`src/rtl/key_move_decoder.sv`:
```
// PS/2 W/A/S/D decoder: tracks make/break codes into a held-key vector and emits paced movement strobes.
// Define ARROW_KEYS_EN to map the extended arrow-key codes onto the same held bits.
module key_move_decoder #(
    parameter int TICK_DIV = 1_000_000
) (
    input  logic       clk,
    input  logic       rst,
    input  logic       rx_valid,
    input  logic [7:0] rx_data,
    output logic       A_signal,
    output logic       D_signal,
    output logic       W_signal,
    output logic       S_signal,
    output logic [3:0] key_held
);

    localparam int CNT_W = (TICK_DIV > 1) ? $clog2(TICK_DIV) : 1;
    localparam logic [CNT_W-1:0] CNT_MAX = CNT_W'(TICK_DIV - 1);

    localparam logic [7:0] CODE_BREAK = 8'hF0;
    localparam logic [7:0] CODE_EXT   = 8'hE0;

    typedef enum logic [1:0] {
        IDLE,
        BRK,
        EXT,
        EXT_BRK
    } state_t;

    state_t           state;
    state_t           next_state;
    logic [3:0]       next_held;
    logic [CNT_W-1:0] count;
    logic             tick;

    // Masks are in key_held order {A,D,W,S}
    function automatic logic [3:0] letter_mask(input logic [7:0] code);
        case (code)
            8'h1C:   letter_mask = 4'b1000;
            8'h23:   letter_mask = 4'b0100;
            8'h1D:   letter_mask = 4'b0010;
            8'h1B:   letter_mask = 4'b0001;
            default: letter_mask = 4'b0000;
        endcase
    endfunction

`ifdef ARROW_KEYS_EN
    function automatic logic [3:0] arrow_mask(input logic [7:0] code);
        case (code)
            8'h6B:   arrow_mask = 4'b1000;
            8'h74:   arrow_mask = 4'b0100;
            8'h75:   arrow_mask = 4'b0010;
            8'h72:   arrow_mask = 4'b0001;
            default: arrow_mask = 4'b0000;
        endcase
    endfunction
`endif

    assign tick = (count == CNT_MAX);

    always_comb begin
        next_state = state;
        next_held  = key_held;
        if (rx_valid) begin
            case (state)
                IDLE: begin
                    if (rx_data == CODE_BREAK) begin
                        next_state = BRK;
                    end else if (rx_data == CODE_EXT) begin
                        next_state = EXT;
                    end else begin
                        next_held = key_held | letter_mask(rx_data);
                    end
                end
                BRK: begin
                    next_state = IDLE;
                    next_held  = key_held & ~letter_mask(rx_data);
                end
                EXT: begin
                    if (rx_data == CODE_BREAK) begin
                        next_state = EXT_BRK;
                    end else begin
                        next_state = IDLE;
`ifdef ARROW_KEYS_EN
                        next_held = key_held | arrow_mask(rx_data);
`endif
                    end
                end
                EXT_BRK: begin
                    next_state = IDLE;
`ifdef ARROW_KEYS_EN
                    next_held = key_held & ~arrow_mask(rx_data);
`endif
                end
                default: next_state = IDLE;
            endcase
        end
    end

    // Strobes sample the pre-update held vector, so a byte landing on a tick affects only the next tick
    always_ff @(posedge clk) begin
        if (!rst) begin
            state    <= IDLE;
            count    <= '0;
            key_held <= 4'b0000;
            A_signal <= 1'b0;
            D_signal <= 1'b0;
            W_signal <= 1'b0;
            S_signal <= 1'b0;
        end else begin
            state    <= next_state;
            key_held <= next_held;
            count    <= tick ? '0 : count + 1'b1;
            A_signal <= tick & key_held[3] & ~key_held[2];
            D_signal <= tick & key_held[2] & ~key_held[3];
            W_signal <= tick & key_held[1] & ~key_held[0];
            S_signal <= tick & key_held[0] & ~key_held[1];
        end
    end

endmodule

```
`config.mk`:
```
export PLATFORM = sky130hd
export DESIGN_NAME = key_move_decoder
export DESIGN_NICKNAME = d
export VERILOG_FILES = /design/src/rtl/key_move_decoder.sv
export SDC_FILE = /design/constraint.sdc
export NUM_CORES = 1
export LEC_CHECK = 0
export ABC_AREA = 1
export CAP_MARGIN = 20
export CORE_ASPECT_RATIO = 0.75
export CORE_MARGIN = 4
export CORE_UTILIZATION = 45
export CTS_BUF_LIST = sky130_fd_sc_hd__clkbuf_2
export DETAILED_ROUTE_END_ITERATION = 16
export GPL_ROUTABILITY_DRIVEN = 1
export HOLD_SLACK_MARGIN = 0.03
export PLACE_DENSITY_LB_ADDON = 0.25
export SLEW_MARGIN = 10
export SYNTH_ARGS = -nofsm -noshare
export SYNTH_HDL_FRONTEND = slang
export SYNTH_SLANG_ARGS = --single-unit
```
`constraint.sdc`:
```
create_clock -name clk -period 1.54 [get_ports clk]
set_input_delay 0.308 -clock clk [delete_from_list [all_inputs] [get_ports clk]]
set_output_delay 0.308 -clock clk [all_outputs]
set_load 0.01 [all_outputs]
```
==> flow_summary_export.csv, run 1 <==
group,metric,value,unit
run_status,outcome,"completed",
floorplan,ios,19,
synth,synth_area_leader_cell,"dfxtp_1",
synth,synth_edf_count,0,
sta,fmax,0.704,GHz
power_and_ir_drop,power_per_cell_area,646,nW/um^2
min_path,hold_class,"reg2reg",
finish,finish.utilization,59.6,%
grt,gr-total-overflow,0,
synth,synth-xor-area-share,2.08,%
detailed_routing,vias,1731,
detailed_routing,remaining_drc_errors,0,
clocking,root_buffer,"clkbuf_2",
worst_setup_path,crit_type,"reg2reg",
detailed_routing,drt_first_pass_iters,4,
detailed_routing,drtIter0Drc,142,
synth,syn_nets,275,
synth,ys_async_sr_fraction,0,%
grt,grt_pass1_vias,1454,
placed_design,portBuffers,18,
finish,area_growth,22.0,%
synth,yosysWarnings,0,
clocking,cts_buffer_depth,2,
worst_setup_path,required,1.82,ns
sta,setup_violations,0,
synth,synth_top_family_by_area,"simple AND/OR/NAND/NOR gates",
sta,final-max-slew-violation-count,0,
clocking,clk_latency,0.37,ns
sta,period_minus_slack,1.42,ns
power_and_ir_drop,seqPwrFrac,60.4,%
detailed_routing,ant_nets,0,
worst_setup_path,path_cells,"ha_1 > nand2_2 > nor2_4 > nand4_1 > nand2_1 > buf_4 > a21oi_1",
detailed_routing,wl_per_cell,11.2,um
power_and_ir_drop,ir_drop,0.435,mV
synth,ys.flop_type,"dfxtp_1",
worst_setup_path,cp_max_fo,7,
worst_setup_path,start_kind,"register",
power_and_ir_drop,p_sw_share,27.4,%
floorplan,num_rows,18,
finish,layout-drive-gt1-share,13.1,%
synth,syn_avg_cell_area,6.40,sq um
sta,max_slew_margin,77.8,%
clocking,cts_tree,"yes",
power_and_ir_drop,intPower,963,uW
synth,synth_cell_type_count,26,
floorplan,die_w,78.6,um
sta,tightest_slew,0.330,ns
power_and_ir_drop,switchingPower,364,uW
power_and_ir_drop,leakage,0.000835,uW
worst_setup_path,cp_data_arrival_time,1.70,ns
worst_setup_path,path_buf_inv,1,
floorplan,initial_core_util,48.8,%
power_and_ir_drop,clkPwrFrac,27.8,%
clocking,numCtsBuffers,5,
grt,grt_max_degree,14,
grt,grt_pass1_wl,6.59,mm
floorplan,die_h,61.0,um
grt,antenna_found_initial,0,
synth,synth-seq-area-share,35.7,%
grt,grt.total_usage,18.0,%
clocking,post-cts-setup-buffers,0,
sta,finalCritPeriodShare,92.2,%
placed_design,dp_hpwl,3.10,mm
synth,synth_mux_area_share,0,%
power_and_ir_drop,pwr-share-comb,11.8,%
sta,hold_viol,0,
synth,synth_compound_area_share,4.31,%
synth,synth_top_area_share,35.7,%
worst_setup_path,path_delay_family,"simple AND/OR/NAND/NOR gates",
synth,synth_cells,263,
clocking,hold_buffers,0,
synth,synth.cell_area,1680,sq um
floorplan,die-area,4790,sq um
worst_setup_path,cp_slowest_cell,"dfxtp_2",
synth,synthSimpleGateAreaFrac,47.9,%
finish,finalNetCount,310,
detailed_routing,wl,3.89,mm
placed_design,gp_congestion,0.922,
clocking,cts_sinks,30,
finish,diodes,0,
worst_setup_path,max_stage_delay,0.37,ns
clocking,htreeDepth,2,
sta,rsz0062_at_grt,"false",
worst_setup_path,cp-end-kind,"register",
synth,synth_commonest_cells,"58 x nand2_1, 58 x nor2_1, 35 x inv_1",
detailed_routing,vias_per_cell,4.97,
synth,synthTopCellsByArea,"dfxtp_1 36%, nand2_1 13%, nor2_1 13%, inv_1 7.8%, nand3_1 6.2%",
job,maxCapViolations,0,
worst_setup_path,r2r_slack,0.12,ns
sta,worst_hold_slack,0.477,ns
synth,ys_ff_latch,30,
clocking,path_clk_slew,0.15,ns
floorplan,coreArea,3450,sq um
sta,skew,0.0187,ns
synth,synthAdderAreaFrac,0.743,%
## final cells by class
cell class | instances | area, sq um
Clock buffer | 5 | 25.0
Clock inverter | 2 | 10.0
Fill cell | 345 | 1390
Inverter | 38 | 143
Multi-Input combinational cell | 192 | 928
Sequential cell | 30 | 604
Tap cell | 50 | 62.6
Timing Repair Buffer | 31 | 280
## tightest hold or removal path: cells and delay by family, from the launching register on
family,cells,cell delay [ns]
flip-flops,1,0.34
AO/OA/AOI/OAI,1,0.05
AND/OR/NAND/NOR,1,0.06
## per-layer routing
metal	wire length, um	GRT usage, %	up-vias
met5	0	0	-
met4	45	7.48	0
met3	404	4.60	6
met2	1450	23.5	65
met1	2000	27.4	752
li1	-	-	908
## power by group through the flow
stage	registers [uW]	logic [uW]	clock network, uW
global route	804	176	417
floorplan	817	74.9	0
finish	802	156	369
global placement	818	153	0
CTS	801	155	379
detailed placement	818	155	0
## timing repair
action                     CTS  global route
setup endpoints to repair    8             6
pin swaps                    0             0
gates resized for setup     10             2
## worst paths after layout
check / start / depth (start not counted) / to
setup reg to reg: count[1] / 7 / count[7]
hold / removal: count[18] / 2 / count[18]
setup / recovery: count[1] / 7 / count[7]
hold reg to reg: count[18] / 2 / count[18]
## logic make-up (layout without fill, tap and decap cells)
| group | after synthesis | count (layout) |
|---|---|---|
| flops | 30 | 30 |
| simple gates | 173 | 173 |
| buf+inv | 41 | 76 |
| compound gates | 14 | 14 |
| xor+xnor | 4 | 4 |
| fa+ha+maj | 1 | 1 |
## metrics by stage
stage / total power [uW] / setup slack (ns) / cells / area [sq um] / setup TNS, ns
4_1_cts: 1340 / 0.0828 / 348 / 2050 / 0
6_report: 1330 / 0.119 / 348 / 2050 / 0
3_5_place_dp: 973 / -0.152 / 341 / 2020 / -0.722
2_1_floorplan: 892 / 0.170 / 263 / 1680 / 0
3_3_place_gp: 970 / -0.143 / 341 / 2020 / -0.465
5_1_grt: 1400 / 0.00502 / 348 / 2050 / 0
## cells in the final DEF (no fill, tap or decap), types with 2 or more instances in the layout
cell and count:
a21oi_1 11, clkinv_2 2, nor2_1 57, nor2_2 5, inv_2 3, dfxtp_1 27
inv_1 35, dlygate4sd2_1 8, nor3_2 2, buf_4 12, nor3_1 8, xor2_1 4
clkdlybuf4s50_1 10, dfxtp_2 3, nand3_1 21, o21ai_0 2, nand3b_1 2, clkbuf_2 5
nand4_1 12, nand2_1 58
Power figures use the tool's default switching activity.
==> run 2: changes to the inputs <==
Settings changed: ABC_AREA 1 to default, RECOVER_POWER from default to 100.
==> flow_summary_export.csv, run 2 <==
group,metric,value,unit
run_status,outcome,"finished with violations",
run_status,violations,"setup timing",
synth,synth_commonest_cells,"30 x dfxtp_1, 20 x nor2_1, 11 x xnor2_1",
floorplan,ios,19,
finish,seq_area,626,sq um
grt,use_met1,20.8,%
worst_setup_path,r2r_slack,-0.06,ns
floorplan,die_h,55.5,um
clocking,path_clk_slew,0.15,ns
power_and_ir_drop,p_sw_share,25.9,%
detailed_routing,vias,1345,
power_and_ir_drop,clkPwrFrac,29.4,%
grt,grt.total_usage,18.3,%
synth,synth_area_leader_cell,"dfxtp_1",
detailed_routing,vias_per_cell,5.56,
sta,tightest_slew,0.315,ns
grt,top_usage_layer,"met2",
worst_setup_path,r2r-end,"count[18]",
finish,finalNetCount,217,
power_and_ir_drop,leakage,0.000826,uW
synth,synthTopCellsByArea,"dfxtp_1 44%, xnor2_1 7.1%, nor2_1 5.5%, nand3_1 3.7%, nor3b_1 2.8%",
floorplan,die-area,3960,sq um
floorplan,num_rows,16,
finish,nFillCells,180,
clocking,htreeDepth,2,
synth,yosysMostFrequentCell,"dfxtp_1",
finish,final_common_cell,"buf_4",
min_path,whs_path_depth,4,
placed_design,dp_hpwl,2.52,mm
grt,antenna_found_initial,0,
synth,synth.cell_area,1350,sq um
sta,hold_viol,0,
clocking,cts_tree,"yes",
finish,multiInputGateArea,892,sq um
synth,synth_cell_type_count,36,
detailed_routing,ant_nets,0,
detailed_routing,drtIter0Drc,61,
detailed_routing,drt_first_pass_iters,4,
synth,ys_ff_latch,30,
synth,syn_nets,164,
synth,synth_cells,152,
power_and_ir_drop,pwr-share-comb,10.3,%
grt,grt_max_degree,12,
sta,skew,0.00337,ns
clocking,hold_buffers,0,
detailed_routing,wl,3.79,mm
min_path,hold_class,"in2reg",
power_and_ir_drop,seqPwrFrac,60.3,%
detailed_routing,remaining_drc_errors,0,
sta,final-max-slew-violation-count,0,
sta,setup_ws,-0.0615,ns
worst_setup_path,start_kind,"register",
floorplan,initial_core_util,49.4,%
worst_setup_path,r2r-start,"count[1]",
placed_design,portBuffers,18,
detailed_routing,wl_per_cell,15.6,um
sta,max_slew_margin,78.7,%
clocking,root_buffer,"clkbuf_2",
min_path,hold_start,"rx_data[0]",
clocking,cts_sinks,30,
sta,finalCritPeriodShare,104,%
grt,met3_usage,5.43,%
synth,ys_async_sr_fraction,0,%
power_and_ir_drop,intPower,974,uW
sta,rsz0062_at_grt,"true",
worst_setup_path,crit_type,"reg2reg",
synth,synth_edf_count,0,
power_and_ir_drop,power_per_cell_area,630,nW/um^2
worst_setup_path,worstRegToRegCells,5,
finish,area_growth,54.2,%
grt,grt_pass1_vias,1300,
power_and_ir_drop,ir_drop,0.541,mV
finish,layout-drive-gt1-share,44.2,%
synth,synth_top_area_share,44.4,%
grt,grt_pass1_wl,5.71,mm
job,maxCapViolations,0,
power_and_ir_drop,switchingPower,341,uW
placed_design,gp_congestion,0.788,
floorplan,coreArea,2740,sq um
synth,ys.flop_type,"dfxtp_1",
floorplan,die_w,71.3,um
clocking,cts_buffer_depth,2,
finish,final_cell_mix,"28 x buf_4, 14 x dfxtp_1, 14 x dfxtp_2",
sta,tns,-0.0785,ns
grt,gr-total-overflow,0,
synth,syn_avg_cell_area,8.91,sq um
sta,fmax,0.624,GHz
sta,setup_violations,2,
worst_setup_path,cp_max_fo,3,
clocking,numCtsBuffers,5,
worst_setup_path,cp-end-kind,"register",
synth,yosysWarnings,0,
grt,met2_usage,31.0,%
power_and_ir_drop,total_power,1320,uW
worst_setup_path,required,1.86,ns
synth,synth-seq-area-share,44.4,%
finish,diodes,0,
clocking,clk_latency,0.38,ns
worst_setup_path,cp_data_arrival_time,1.92,ns
sta,period_minus_slack,1.60,ns
-- run 2: cell types whose count changed after synthesis, moves of 7 or more --
cell     change
nand2_1     -51
nor2_1      -38
inv_1       -30
nand3_1     -11
xnor2_1     +11
a21oi_1      -7
nand4_1      -7
-- run 2: logic make-up after synthesis --
group / count (synthesis) / share of synthesized area (%)
AOI/OAI and AO/OA: 13 / 6.19
xor gates and xnor gates: 14 / 9.06
adders and majority gates: 1 / 0.924
buffers and inverters: 10 / 3.60
DFF: 30 / 44.4
muxes: 2 / 1.48
and+or+nand+nor: 82 / 34.4
-- run 2: what timing repair did --
| item | in CTS | in global routing |
|---|---|---|
| pin swaps | 4 | 10 |
| setup buffers | 3 | 2 |
| gates cloned | 0 | 1 |
| setup endpoints to repair | 13 | 24 |
| gates resized for setup | 19 | 41 |
-- run 2: cell type report --
cell class              count  area share (%)
clock buffers               6            1.44
clock inverters             2           0.420
inverters                   5           0.899
multi-input cells         112            42.7
flip-flops and latches     30            30.0
well taps                  36            2.16
repair buffers             51            22.4
-- run 2: power by group through the flow --
| stage | clock [uW] | sequential (uW) | combinational, uW |
|---|---|---|---|
| detailed placement | 0 | 811 | 95.8 |
| global placement | 0 | 811 | 92.0 |
| finish | 386 | 794 | 135 |
| CTS | 393 | 793 | 102 |
| global route | 430 | 795 | 146 |
| floorplan | 0 | 810 | 37.5 |
-- run 2: worst max path at each step --
| stage | start | cells past startpoint | slack (ns) | endpoint |
|---|---|---|---|---|
| 2_1_floorplan | count[3] | 5 | 0.01 | count[18] |
| 3_3_place_gp | rx_data[3] | 5 | -0.41 | state[1] |
| 3_5_place_dp | rx_data[3] | 5 | -0.46 | state[1] |
| 4_1_cts | count[0] | 5 | -0.06 | count[18] |
| 5_1_grt | count[1] | 5 | -0.11 | count[18] |
| 6_report | count[1] | 5 | -0.06 | count[18] |
-- run 2: per-stage QoR --
step	util, %	hold slack, ns	cell area (sq um)	cells	setup slack [ns]
global placement	66.0	0.437	1810	228	-0.412
detailed placement	66.0	0.460	1810	228	-0.463
global route	76.1	0.392	2090	242	-0.110
finish	76.1	0.389	2090	242	-0.0615
floorplan	-	0.430	1400	152	0.0129
CTS	69.1	0.449	1890	239	-0.0646
-- run 2: worst max-delay path, cell delays in order, from the launching register on --
cell	delay [ns]
dfxtp_4	0.39
ha_4	0.15
nand2_4	0.06
or3_4	0.39
or4_4	0.42
a21oi_2	0.13
-- run 2: per-layer routing --
layer  up-vias  part of all wire, %
li1        644                    -
met1       644                   42
met2        43                   50
met3        14                  5.8
met4         0                  2.0
met5         -                    0
==> run 3: changes to the inputs <==
Settings changed: CTS_BUF_LIST sky130_fd_sc_hd__clkbuf_2 to sky130_fd_sc_hd__clkbuf_2 sky130_fd_sc_hd__clkbuf_4 sky130_fd_sc_hd__clkbuf_8.
==> flow_summary_export.csv, run 3 (synthesized netlist as in run 2, its figures left out) <==
group,metric,value,unit
grt,grt_pass1_vias,1299,
grt,grt.total_usage,18.9,%
min_path,whs_path_depth,1,
sta,max_slew_margin,74.7,%
clocking,htreeDepth,2,
min_path,hold_start,"count[0]",
floorplan,die_h,55.5,um
sta,hold_viol,0,
finish,final_cell_mix,"28 x buf_4, 20 x dfxtp_1, 20 x nor2_1",
sta,period_minus_slack,1.58,ns
worst_setup_path,start_kind,"register",
floorplan,num_rows,16,
placed_design,gp_congestion,0.788,
worst_setup_path,path_delay_family,"simple AND/OR/NAND/NOR gates",
min_path,hold_class,"reg2reg",
clocking,cts_tree,"yes",
worst_setup_path,cp_slowest_cell,"or4_4",
worst_setup_path,r2r-end,"count[18]",
worst_setup_path,cp_data_arrival_time,1.80,ns
floorplan,die_w,71.3,um
sta,final-max-slew-violation-count,0,
clocking,root_buffer,"clkbuf_8",
run_status,outcome,"finished with violations",
finish,diodes,0,
clocking,clk_latency,0.29,ns
sta,rsz0062_at_grt,"true",
worst_setup_path,path_buf_inv,0,
sta,setup_ws,-0.0442,ns
power_and_ir_drop,ir_drop,0.651,mV
placed_design,dp_hpwl,2.52,mm
sta,finalCritPeriodShare,103,%
finish,area_growth,49.2,%
sta,worst_hold_slack,0.453,ns
worst_setup_path,path_cells,"ha_4 > nand2_4 > or3_4 > or4_4 > a21oi_2",
floorplan,initial_core_util,49.4,%
sta,skew,0.00427,ns
power_and_ir_drop,power_per_cell_area,772,nW/um^2
worst_setup_path,r2r_slack,-0.04,ns
finish,layout-drive-gt1-share,35.1,%
worst_setup_path,crit_type,"reg2reg",
grt,antenna_found_initial,0,
job,maxCapViolations,0,
worst_setup_path,max_stage_delay,0.42,ns
finish,final_common_cell,"buf_4",
detailed_routing,ant_nets,0,
placed_design,pre_cts_ws,-0.463,ns
worst_setup_path,required,1.76,ns
detailed_routing,wl,3.52,mm
clocking,cts_buffer_depth,2,
detailed_routing,wl_per_cell,14.8,um
sta,tightest_slew,0.374,ns
floorplan,ios,19,
finish,finalNetCount,213,
clocking,hold_buffers,0,
placed_design,portBuffers,18,
sta,fmax,0.631,GHz
grt,grt_pass1_wl,5.75,mm
floorplan,coreArea,2740,sq um
floorplan,die-area,3960,sq um
run_status,violations,"setup timing",
clocking,numCtsBuffers,5,
power_and_ir_drop,leakage,0.000757,uW
detailed_routing,vias,1264,
detailed_routing,drtIter0Drc,74,
detailed_routing,vias_per_cell,5.31,
min_path,min_to,"count[0]",
clocking,path_clk_slew,0.06,ns
worst_setup_path,worstRegToRegCells,5,
grt,gr-total-overflow,0,
detailed_routing,remaining_drc_errors,0,
worst_setup_path,cp-end-kind,"register",
clocking,cts_sinks,30,
worst_setup_path,cp_max_fo,3,
sta,setup_violations,1,
worst_setup_path,r2r-start,"count[0]",
grt,grt_max_degree,12,
detailed_routing,drt_first_pass_iters,4,
run 3: changes by cell type in the layout (fill, tap and decap cells not counted), moves of 4 or more:
cell             change
nor2_1               +9
clkbuf_2             -6
clkbuf_8             +6
dfxtp_1              +6
nor2_2               -6
dfxtp_2              -5
clkdlybuf4s50_1      +4
run 3: power by group:
| group | switching, uW | internal, uW |
|---|---|---|
| Combinational | 43.4 | 60.1 |
| Sequential | 9.35 | 784 |
| Clock | 286 | 377 |
| Total | 339 | 1220 |
run 3: through the flow:
stage                     cells  total power, uW  area [sq um]  TNS (ns)  util, %
final                       238             1560          2020   -0.0442     73.6
after global routing        238             1630          2020    -0.399     73.6
after CTS                   238             1580          1950   -0.0430     71.1
after detailed placement    228              907          1810     -1.67     66.0
after global placement      228              903          1810     -1.33     66.0
after floorplan             152              848          1400         0        -
run 3: metal layers:
layer | track usage (%) | vias to the layer above | share of wire, %
li1 | - | 634 | -
met1 | 21.4 | 593 | 43
met2 | 30.9 | 29 | 49
met3 | 7.61 | 8 | 5.1
met4 | 8.85 | 0 | 2.8
met5 | 0 | - | 0
run 3: what timing repair did:
item	CTS	global route
hold endpoints to repair	0	0
setup endpoints to repair	7	29
gates resized for setup	14	18
setup buffers	2	0
pin swaps	6	5
run 3: worst max-delay path by stage:
stage | from | depth (start not counted) | slack (ns) | endpoint
3_3_place_gp | rx_data[3] | 5 | -0.41 | state[1]
6_report | count[0] | 5 | -0.04 | count[18]
3_5_place_dp | rx_data[3] | 5 | -0.46 | state[1]
5_1_grt | count[1] | 5 | -0.08 | count[18]
2_1_floorplan | count[3] | 5 | 0.01 | count[18]
4_1_cts | count[0] | 5 | -0.04 | count[18]
run 3: worst reg2reg max path: stages (launching register included):
cell,delay (ns)
dfxtp_4,0.37
ha_4,0.14
nand2_4,0.06
or3_4,0.39
or4_4,0.42
a21oi_2,0.13
run 3: final cells by class:
type | instances | area [sq um]
Multi-Input combinational cell | 112 | 841
Timing Repair Buffer | 47 | 404
Inverter | 5 | 18.8
Tap cell | 36 | 45.0
Clock inverter | 1 | 5.00
Sequential cell | 30 | 616
Fill cell | 190 | 723
Clock buffer | 7 | 90.1
